--- config.mk ---
export PLATFORM = sky130hd
export DESIGN_NAME = init_sequencer
export DESIGN_NICKNAME = d
export VERILOG_FILES = /design/src/rtl/init_sequencer_pkg.sv /design/src/rtl/init_sequencer_delay_timer.sv /design/src/rtl/init_sequencer.sv
export SDC_FILE = /design/constraint.sdc
export NUM_CORES = 1
export LEC_CHECK = 0
export ABC_CLOCK_PERIOD_IN_PS = 7700
export CORE_MARGIN = 5
export CORE_UTILIZATION = 40
export CTS_CLUSTER_DIAMETER = 80
export CTS_CLUSTER_SIZE = 14
export DETAILED_ROUTE_END_ITERATION = 10
export GPL_ROUTABILITY_DRIVEN = 0
export PLACE_DENSITY = 0.61
export SLEW_MARGIN = 20
export SYNTH_ARGS = -nofsm -noshare
export SYNTH_HDL_FRONTEND = slang
export SYNTH_SLANG_ARGS = --single-unit
--- constraint.sdc ---
create_clock -name clk -period 7.7 [get_ports clk]
set_input_delay 1.155 -clock clk [delete_from_list [all_inputs] [get_ports clk]]
set_output_delay 1.155 -clock clk [all_outputs]
set_load 0.1 [all_outputs]
--- src/rtl/init_sequencer_pkg.sv ---
// Shared types and constants for the init-table sequencer: FSM states,
// entry markers and the bit layout of a 24-bit init memory word.
package init_sequencer_pkg;

   typedef enum logic [3:0] {
      IDLE,
      FETCH,
      WAIT_RD,
      DECODE,
      ISSUE,
      WAIT_I2C,
      DELAY,
      DONE,
      ERROR
   } state_t;

   localparam logic [7:0] DEV_END   = 8'hFF;
   localparam logic [7:0] DEV_DELAY = 8'hFE;

   localparam int DEV_MSB = 23;
   localparam int DEV_LSB = 16;
   localparam int REG_MSB = 15;
   localparam int REG_LSB = 8;
   localparam int DAT_MSB = 7;
   localparam int DAT_LSB = 0;

   localparam int IDX_W   = 12;
   localparam int ENTRY_W = 24;
   localparam int TMR_W   = 32;

endpackage

--- src/rtl/init_sequencer_delay_timer.sv ---
// Down-counting delay timer: load a terminal count, count down while enabled,
// pulse expire on the cycle the count sits at zero.
module delay_timer
   import init_sequencer_pkg::*;
(
   input  logic             clk,
   input  logic             reset_n,
   input  logic             load,
   input  logic [TMR_W-1:0] load_val,
   input  logic             count,
   output logic             expire
);

   logic [TMR_W-1:0] cnt;

   always_ff @(posedge clk or negedge reset_n) begin
      if (!reset_n) begin
         cnt <= '0;
      end else if (load) begin
         cnt <= load_val;
      end else if (count && (cnt != '0)) begin
         cnt <= cnt - 1'b1;
      end
   end

   // a loaded value of N yields N+1 counting cycles
   assign expire = count && (cnt == '0);

endmodule

--- src/rtl/init_sequencer.sv ---
// Walks an init memory table and issues I2C register writes, delays and an
// end marker; retries NACKed writes and reports completion or abort.
//
//   state    | meaning
//   ---------+--------------------------------------------------
//   IDLE     | waiting for start; done/error flags held
//   FETCH    | mem_addr = index presented to the init memory
//   WAIT_RD  | absorb the one-cycle memory read latency
//   DECODE   | register the entry and classify it
//   ISSUE    | launch an I2C write request
//   WAIT_I2C | hold the request until i2c_done
//   DELAY    | count data*DELAY_TICK cycles
//   DONE     | sequence finished, set done
//   ERROR    | retries exhausted, set error
module init_sequencer
   import init_sequencer_pkg::*;
#(
   parameter int NUM_ENTRIES = 512,
   parameter int MAX_RETRY   = 3,
   parameter int DELAY_TICK  = 27000
) (
   input  logic               clk,
   input  logic               reset_n,
   input  logic               start,
   output logic [IDX_W-1:0]   mem_addr,
   input  logic [ENTRY_W-1:0] mem_data,
   output logic               i2c_req,
   output logic [7:0]         i2c_dev,
   output logic [7:0]         i2c_reg,
   output logic [7:0]         i2c_wdata,
   input  logic               i2c_done,
   input  logic               i2c_nack,
   output logic               busy,
   output logic               done,
   output logic               error,
   output logic [IDX_W-1:0]   err_index
);

   state_t             state, state_nxt;
   logic [IDX_W-1:0]   index;
   logic [7:0]         retry;
   logic [ENTRY_W-1:0] entry_q;
   logic               done_q, error_q, rearm;
   logic [IDX_W-1:0]   err_index_q;

   logic               timer_load, timer_count, timer_expire;
   logic [TMR_W-1:0]   timer_load_val;
   logic [7:0]         dly_units;
   logic               can_retry;

   assign dly_units = mem_data[DAT_MSB:DAT_LSB];
   assign can_retry = retry < 8'(MAX_RETRY);

   delay_timer u_delay_timer (
      .clk      (clk),
      .reset_n  (reset_n),
      .load     (timer_load),
      .load_val (timer_load_val),
      .count    (timer_count),
      .expire   (timer_expire)
   );

   always_ff @(posedge clk or negedge reset_n) begin
      if (!reset_n) state <= IDLE;
      else          state <= state_nxt;
   end

   always_comb begin
      state_nxt      = state;
      timer_load     = 1'b0;
      timer_count    = 1'b0;
      timer_load_val = '0;
      case (state)
         IDLE:     if (start) state_nxt = FETCH;
         FETCH:    state_nxt = ({20'd0, index} >= 32'(NUM_ENTRIES)) ? DONE : WAIT_RD;
         WAIT_RD:  state_nxt = DECODE;
         DECODE: begin
            if (mem_data[DEV_MSB:DEV_LSB] == DEV_END) begin
               state_nxt = DONE;
            end else if (mem_data[DEV_MSB:DEV_LSB] == DEV_DELAY) begin
               state_nxt      = DELAY;
               timer_load     = 1'b1;
               timer_load_val = (dly_units == 8'd0) ? '0 :
                                TMR_W'(dly_units) * TMR_W'(DELAY_TICK) - TMR_W'(1);
            end else begin
               state_nxt = ISSUE;
            end
         end
         ISSUE:    state_nxt = WAIT_I2C;
         WAIT_I2C: begin
            if (i2c_done) begin
               if (!i2c_nack)      state_nxt = FETCH;
               else if (can_retry) state_nxt = ISSUE;
               else                state_nxt = ERROR;
            end
         end
         DELAY: begin
            timer_count = 1'b1;
            if (timer_expire) state_nxt = FETCH;
         end
         DONE:     state_nxt = IDLE;
         ERROR:    state_nxt = IDLE;
         default:  state_nxt = IDLE;
      endcase
   end

   always_ff @(posedge clk or negedge reset_n) begin
      if (!reset_n) begin
         index       <= '0;
         retry       <= '0;
         entry_q     <= '0;
         done_q      <= 1'b0;
         error_q     <= 1'b0;
         rearm       <= 1'b0;
         err_index_q <= '0;
      end else begin
         case (state)
            IDLE: begin
               if (start) begin
                  index       <= '0;
                  retry       <= '0;
                  done_q      <= 1'b0;
                  error_q     <= 1'b0;
                  err_index_q <= '0;
               end
            end
            DECODE: entry_q <= mem_data;
            ISSUE:  rearm   <= 1'b0;
            WAIT_I2C: begin
               if (i2c_done) begin
                  if (!i2c_nack) begin
                     index <= index + 1'b1;
                     retry <= '0;
                  end else if (can_retry) begin
                     retry <= retry + 1'b1;
                     rearm <= 1'b1;
                  end else begin
                     err_index_q <= index;
                  end
               end
            end
            DELAY:   if (timer_expire) index <= index + 1'b1;
            DONE:    done_q  <= 1'b1;
            ERROR:   error_q <= 1'b1;
            default: ;
         endcase
      end
   end

   // a retry's ISSUE cycle keeps i2c_req low so every attempt shows a fresh request edge
   assign i2c_req   = ((state == ISSUE) && !rearm) || (state == WAIT_I2C);
   assign i2c_dev   = entry_q[DEV_MSB:DEV_LSB];
   assign i2c_reg   = entry_q[REG_MSB:REG_LSB];
   assign i2c_wdata = entry_q[DAT_MSB:DAT_LSB];
   assign mem_addr  = index;
   assign busy      = (state != IDLE);
   assign done      = done_q;
   assign error     = error_q;
   assign err_index = err_index_q;

endmodule

==> flow_summary.toml, run 1 <==
[global_routing]
met2_usage_pct = 28.0
grt_pass1_vias = 6195
grt_max_degree = 55
grt_usage_pct = 17.3
grt_pass1_wl_um = 31300
globalRouteOverflowTotal = 0
use_met3_pct = 3.26
antenna_found_initial = 0
grt_use_met1_pct = 24.4
gr-max-usage-layer = "met2"

[sta]
skew_ns = 0.0149
final-setup-viol-count = 0
tns_ns = 0
finalCritPeriodShare_pct = 83.6
slew_violations = 0
max_slew_margin_pct = 33.0
clock.fmax_mhz = 155
tightestPinTransition_ns = 1.00
finalHoldViolations = 0
min_period_ns = 6.44
hold_ws_ns = 0.476
rsz0062_at_grt = "false"

[yosys]
yosysUniqueCellTypes = 73
syn_avg_cell_area_sq_um = 8.40
yosysSeqAreaShare_pct = 31.8
syn_nets = 1004
synth_edf_count = 0
async_flop_share_pct = 100
syn_inst = 889
synth-main-ff-cell = "dfrtp_1"
synth_seq_cells = 95
syn_area_sq_um = 7470
synth_warnings = 0

[clocking]
clkSlewWorstSetupHoldPaths_ns = 0.08
numCtsBuffers = 9
cts_resized = 0
clockBufferDepth = 2
post_cts_buffers = 0
cts.sinks = 95
cts_tree = "built"
clock_latency_ns = 0.35
cts_root_buf = "clkbuf_16"
htree_levels = 3
hold_buffers = 0

[worst_setup_path]
worstSetupStartpointType = "input pin"
cp-end-kind = "flip-flop"
crit_type = "in -> reg"
required_ns = 7.98
startpoint = "mem_data[6]"
worstPathMaxFanout = 10
critPathBufInv = 4
cp_top_family = "adder cells"
cpMaxStageDelayCell = "clkdlybuf4s50_1"
cp_slowest_stage_delay_ns = 0.60
r2r-start = "state[2]"
path_cells = "clkdlybuf4s50_1 > inv_1 > ha_1 > inv_1 > fa_1 > inv_1 > fa_1 > fa_1 > ha_1 > nor3b_1 > a311oi_1 > o311ai_1 > nor4_2 > nor3b_1 > nand3_1 > o22a_1 > nor3_1"
critPathArrivalTime_ns = 6.71

[die]
rows = 50
dieArea_sq_um = 21500
die_w_um = 147
coreArea_sq_um = 18500
start_util_pct = 40.3
dieHeight_um = 147
pin_count = 81

[power]
p_total_mw = 3.14
power.density_nw_per_um2 = 358
worst_ir_drop_vdd_uv = 342
p_leak_nw = 4.00

[routing]
first_pass_iters = 5
avgRoutedWirePerCell_um = 15.5
drt-total-wl_um = 18500
drt_iter0_markers = 309
ant_nets = 0
dr_total_vias = 6422
drc = 0
via_per_inst = 5.39

[finish]
finalNetCount = 1067
drive_gt1_share_pct = 5.54
diodes = 0
area_growth_pct = 17.6
utilization_pct = 47.4

[hold_path]
min_from = "entry_q[11]"
hold_path.class = "reg -> reg"

[placed_design]
port_buffers = 80
hpwl_um = 13900

[status]
status = "finished, final reports clean"

[run]
drv_cap = 0
## registers in the layout, indices dropped and copies added (netlist names)
name / count
err_index: 12
state: 4
mem_addr: 12
rearm: 1
done: 1
error: 1
retry: 8
u_delay_timer.cnt: 32
entry_q: 24
## layer usage
metal  vias up  wire length (um)
met5         -                 0
met4         0               159
met3        13               739
met2       121              8540
met1      3067              9010
li1       3221                 -
## tightest hold or removal path, cell delays in order (launching register included)
cell and delay [ns]:
dfrtp_1 0.34, nand2_1 0.05, nand2_1 0.06
## cell usage after synthesis, types with 13 or more instances
cell	instances	area [sq um]
a21oi_1	38	190
a31oi_1	13	81.3
and3_1	21	131
clkbuf_1	30	113
dfrtp_1	95	2380
fa_1	25	500
ha_1	61	763
inv_1	79	297
nand2_1	119	447
nand3_1	31	155
nor2_1	89	334
nor3_1	21	105
o21ai_0	39	195
o22ai_1	14	87.6
xnor2_1	22	193
xor2_1	14	123
## power breakdown
part | total [mW] | internal [mW] | leakage, nW | switching (mW)
Combinational | 1.99 | 0.596 | 2.62 | 1.40
Clock | 0.441 | 0.233 | 0.145 | 0.207
Sequential | 0.705 | 0.607 | 1.23 | 0.0981
## cells in the final DEF, fill, tap and decap left out, types with 4 or more instances in the layout
cell type,instances
buf_4,10
o221a_1,8
or3_1,8
clkdlybuf4s50_1,79
a211oi_1,4
xor2_1,14
a21o_1,5
xnor2_1,22
nand3_1,31
fa_1,25
ha_1,61
and3_1,21
dfrtp_1,95
o22a_1,5
or2_2,7
a21oi_1,38
o21a_1,4
a41oi_1,4
a31oi_1,13
nor3_1,21
nand2_1,119
nand2b_1,8
nor4_1,10
and2_1,9
o22ai_1,14
nand4_1,12
o21ai_1,11
clkbuf_16,9
inv_1,79
nor2b_1,8
o21ai_0,39
nor2_1,89
## path summary, 6_finish.rpt
kind	end	slack (ns)	cells after the start
max	u_delay_timer.cnt[25]	1.26	17
min	entry_q[11]	0.48	2
max reg2reg	u_delay_timer.cnt[23]	4.35	9
min reg2reg	entry_q[11]	0.48	2
max in group asynchronous	entry_q[3]	5.80	2
min in group asynchronous	u_delay_timer.cnt[28]	0.78	1
## metrics by stage
step	setup slack, ns	instances	instance area, sq um
2_1_floorplan	1.88	889	7470
3_3_place_gp	0.977	1175	8490
3_5_place_dp	0.835	1175	8490
4_1_cts	1.22	1191	8780
5_1_grt	0.893	1191	8780
6_report	1.26	1191	8780
## logic make-up (layout without fill, tap and decap cells)
logic type,count (synthesis),count (layout),synth area share (%)
AO/OA/AOI/OAI,187,187,17.0
XOR/XNOR,36,36,4.22
adder cells (fa/ha/maj),86,86,16.9
buffers and inverters,117,185,5.98
flip-flops,95,95,31.8
multiplexers,2,2,0.302
AND/OR/NAND/NOR,366,366,23.7
## layout make-up
class | instances | area, sq um
fillers | 1848 | 9740
flip-flops and latches | 95 | 2380
inverters | 80 | 300
well taps | 234 | 293
clock buffers | 10 | 239
repair buffers | 89 | 866
multi-input cells | 677 | 4650
clock inverters | 6 | 51.3
Power figures use the tool's default switching activity.
==> inputs of run 2 (changes only) <==
- ABC_CLOCK_PERIOD_IN_PS: 7700 -> 5500
- PLACE_DENSITY: 0.61 -> 0.63
- clock period: 7.7 -> 5.5 ns (I/O delays scaled with it)
==> flow_summary.toml, run 2 (same netlist as run 1, synthesis figures left out) <==
[global_routing]
globalRouteOverflowTotal = 0
grt_pass1_wl_um = 32400
grt_pass1_vias = 6623
grt_max_degree = 50
antenna_found_initial = 0
grt_usage_pct = 17.9

[die]
coreArea_sq_um = 18500
pin_count = 81
start_util_pct = 40.3
dieArea_sq_um = 21500
dieHeight_um = 147
die_w_um = 147
rows = 50

[placed_design]
port_buffers = 80
place_ws_ns = -0.618
placedInstanceArea_sq_um = 9240
hpwl_um = 14500

[clocking]
clockBufferDepth = 2
cts_root_buf = "clkbuf_16"
clkSlewWorstSetupHoldPaths_ns = 0.07
htree_levels = 3
numCtsBuffers = 9
cts.sinks = 95
cts_tree = "built"
clock_latency_ns = 0.35

[sta]
hold_ws_ns = 0.473
finalHoldViolations = 0
max_slew_margin_pct = 32.7
finalCritPeriodShare_pct = 96.8
skew_ns = 0.0117
fin_ws_ns = 0.175
clock.fmax_mhz = 188
final-setup-viol-count = 0
min_period_ns = 5.32
slew_violations = 0
tns_ns = 0
tightestPinTransition_ns = 1.01

[power]
intPower_mw = 2.48
power.density_nw_per_um2 = 521
switchingPower_mw = 2.55
seqPwrFrac_pct = 19.6
p_leak_nw = 4.54
pwr-share-comb_pct = 68.6
clock_power_share_pct = 11.8
worst_ir_drop_vdd_uv = 444
swShare_pct = 50.7

[finish]
largest_registers = "u_delay_timer.cnt (32), entry_q (24)"
area_growth_pct = 29.3
largest_reg_flops = 32
mostFrequentLayoutCells = "nand2_1 (119), buf_4 (114), dfrtp_1 (95)"
nFillCells = 1788
drive_gt1_share_pct = 16.4
diodes = 0
fin_area_sq_um = 9660
top_register = "u_delay_timer.cnt"
finalNetCount = 1171
final_common_cell = "nand2_1"

[status]
status = "finished, final reports clean"

[routing]
avgRoutedWirePerCell_um = 14.7
drc = 0
first_pass_iters = 4
via_per_inst = 5.21
ant_nets = 0
drt-total-wl_um = 19000
drt_iter0_markers = 437
dr_total_vias = 6752

[worst_setup_path]
cp-end-kind = "flip-flop"
reg2regPathDepth = 10
worstSetupStartpointType = "input pin"
required_ns = 5.78
worstPathMaxFanout = 4
r2r-start = "u_delay_timer.cnt[0]"
rr_endpoint = "mem_addr[4]"
rrSetupSlack_ns = 2.48
critPathArrivalTime_ns = 5.61
crit_type = "in -> reg"

[run]
drv_cap = 0

[hold_path]
hold_path.class = "in -> async"
-- run 2: area by class of cell --
type	instances	area (sq um)	area share [%]
well taps	234	293	3.03
repair buffers	193	1640	17.0
multi-input cells	677	4770	49.4
clock buffers	10	229	2.37
inverters	80	300	3.11
flip-flops and latches	95	2380	24.6
clock inverters	6	50.0	0.518
-- run 2: repair_timing --
action | CTS | global route
setup endpoints to repair | 12 | 13
hold endpoints to repair | 0 | 0
pin swaps | 3 | 20
hold buffers | 0 | 0
gates resized for setup | 7 | 22
buffers inserted | 1 | 3
-- run 2: power by group through the flow --
| stage | sequential, mW | clock [mW] | combinational, mW |
|---|---|---|---|
| 4_1_cts | 0.985 | 0.615 | 3.35 |
| 2_1_floorplan | 1.67 | 0 | 1.48 |
| 5_1_grt | 1.01 | 0.642 | 3.75 |
| 3_3_place_gp | 0.994 | 0 | 3.28 |
| 3_5_place_dp | 0.995 | 0 | 3.31 |
| 6_report | 0.987 | 0.594 | 3.45 |
-- run 2: worst max-delay path: stages --
cell,delay (ns)
clkbuf_2,0.11
fa_1,0.55
inv_2,0.05
fa_1,0.53
fa_1,0.43
fa_1,0.51
inv_2,0.05
ha_4,0.22
or3b_4,0.38
nor4_4,0.28
a32oi_2,0.09
a2111o_1,0.46
or3_4,0.39
or3_1,0.37
and3_4,0.19
nor3_2,0.15
-- run 2: how the worst max path moves through the flow --
| stage | startpoint | end | slack, ns |
|---|---|---|---|
| 4_1_cts | mem_data[7] | u_delay_timer.cnt[31] | 0.03 |
| 5_1_grt | mem_data[7] | u_delay_timer.cnt[18] | -0.005 |
| 3_5_place_dp | mem_data[5] | u_delay_timer.cnt[18] | -0.62 |
| 2_1_floorplan | mem_data[5] | u_delay_timer.cnt[18] | 0.01 |
| 6_report | mem_data[7] | u_delay_timer.cnt[18] | 0.18 |
| 3_3_place_gp | mem_data[5] | u_delay_timer.cnt[18] | -0.55 |
-- run 2: metal layers --
layer | share of wire (%) | track usage, %
met3 | 3.9 | 3.29
met4 | 0.86 | 3.25
met5 | 0 | 0
met1 | 48 | 25.3
met2 | 47 | 29.1
-- run 2: metrics by stage --
stage	utilization (%)	power (mW)	instances
3_5_place_dp	49.9	4.30	1275
5_1_grt	52.1	5.41	1295
3_3_place_gp	49.9	4.27	1275
2_1_floorplan	-	3.15	889
6_report	52.1	5.03	1295
4_1_cts	51.6	4.95	1292
==> inputs of run 3 (changes only) <==
==> constraint.sdc (replaced) <==
create_clock -name clk -period 5.5 [get_ports clk]
set_input_delay 0.825 -clock clk [delete_from_list [all_inputs] [get_ports clk]]
set_output_delay 0.825 -clock clk [all_outputs]
set_load 0.05 [all_outputs]
==> results of run 3 <==
Same layout as run 2 (identical final DEF). Status: finished, final reports clean.
Main changes from that run: total power 5.03 mW -> 4.62 mW; worst IR drop on VDD 444 uV -> 314 uV
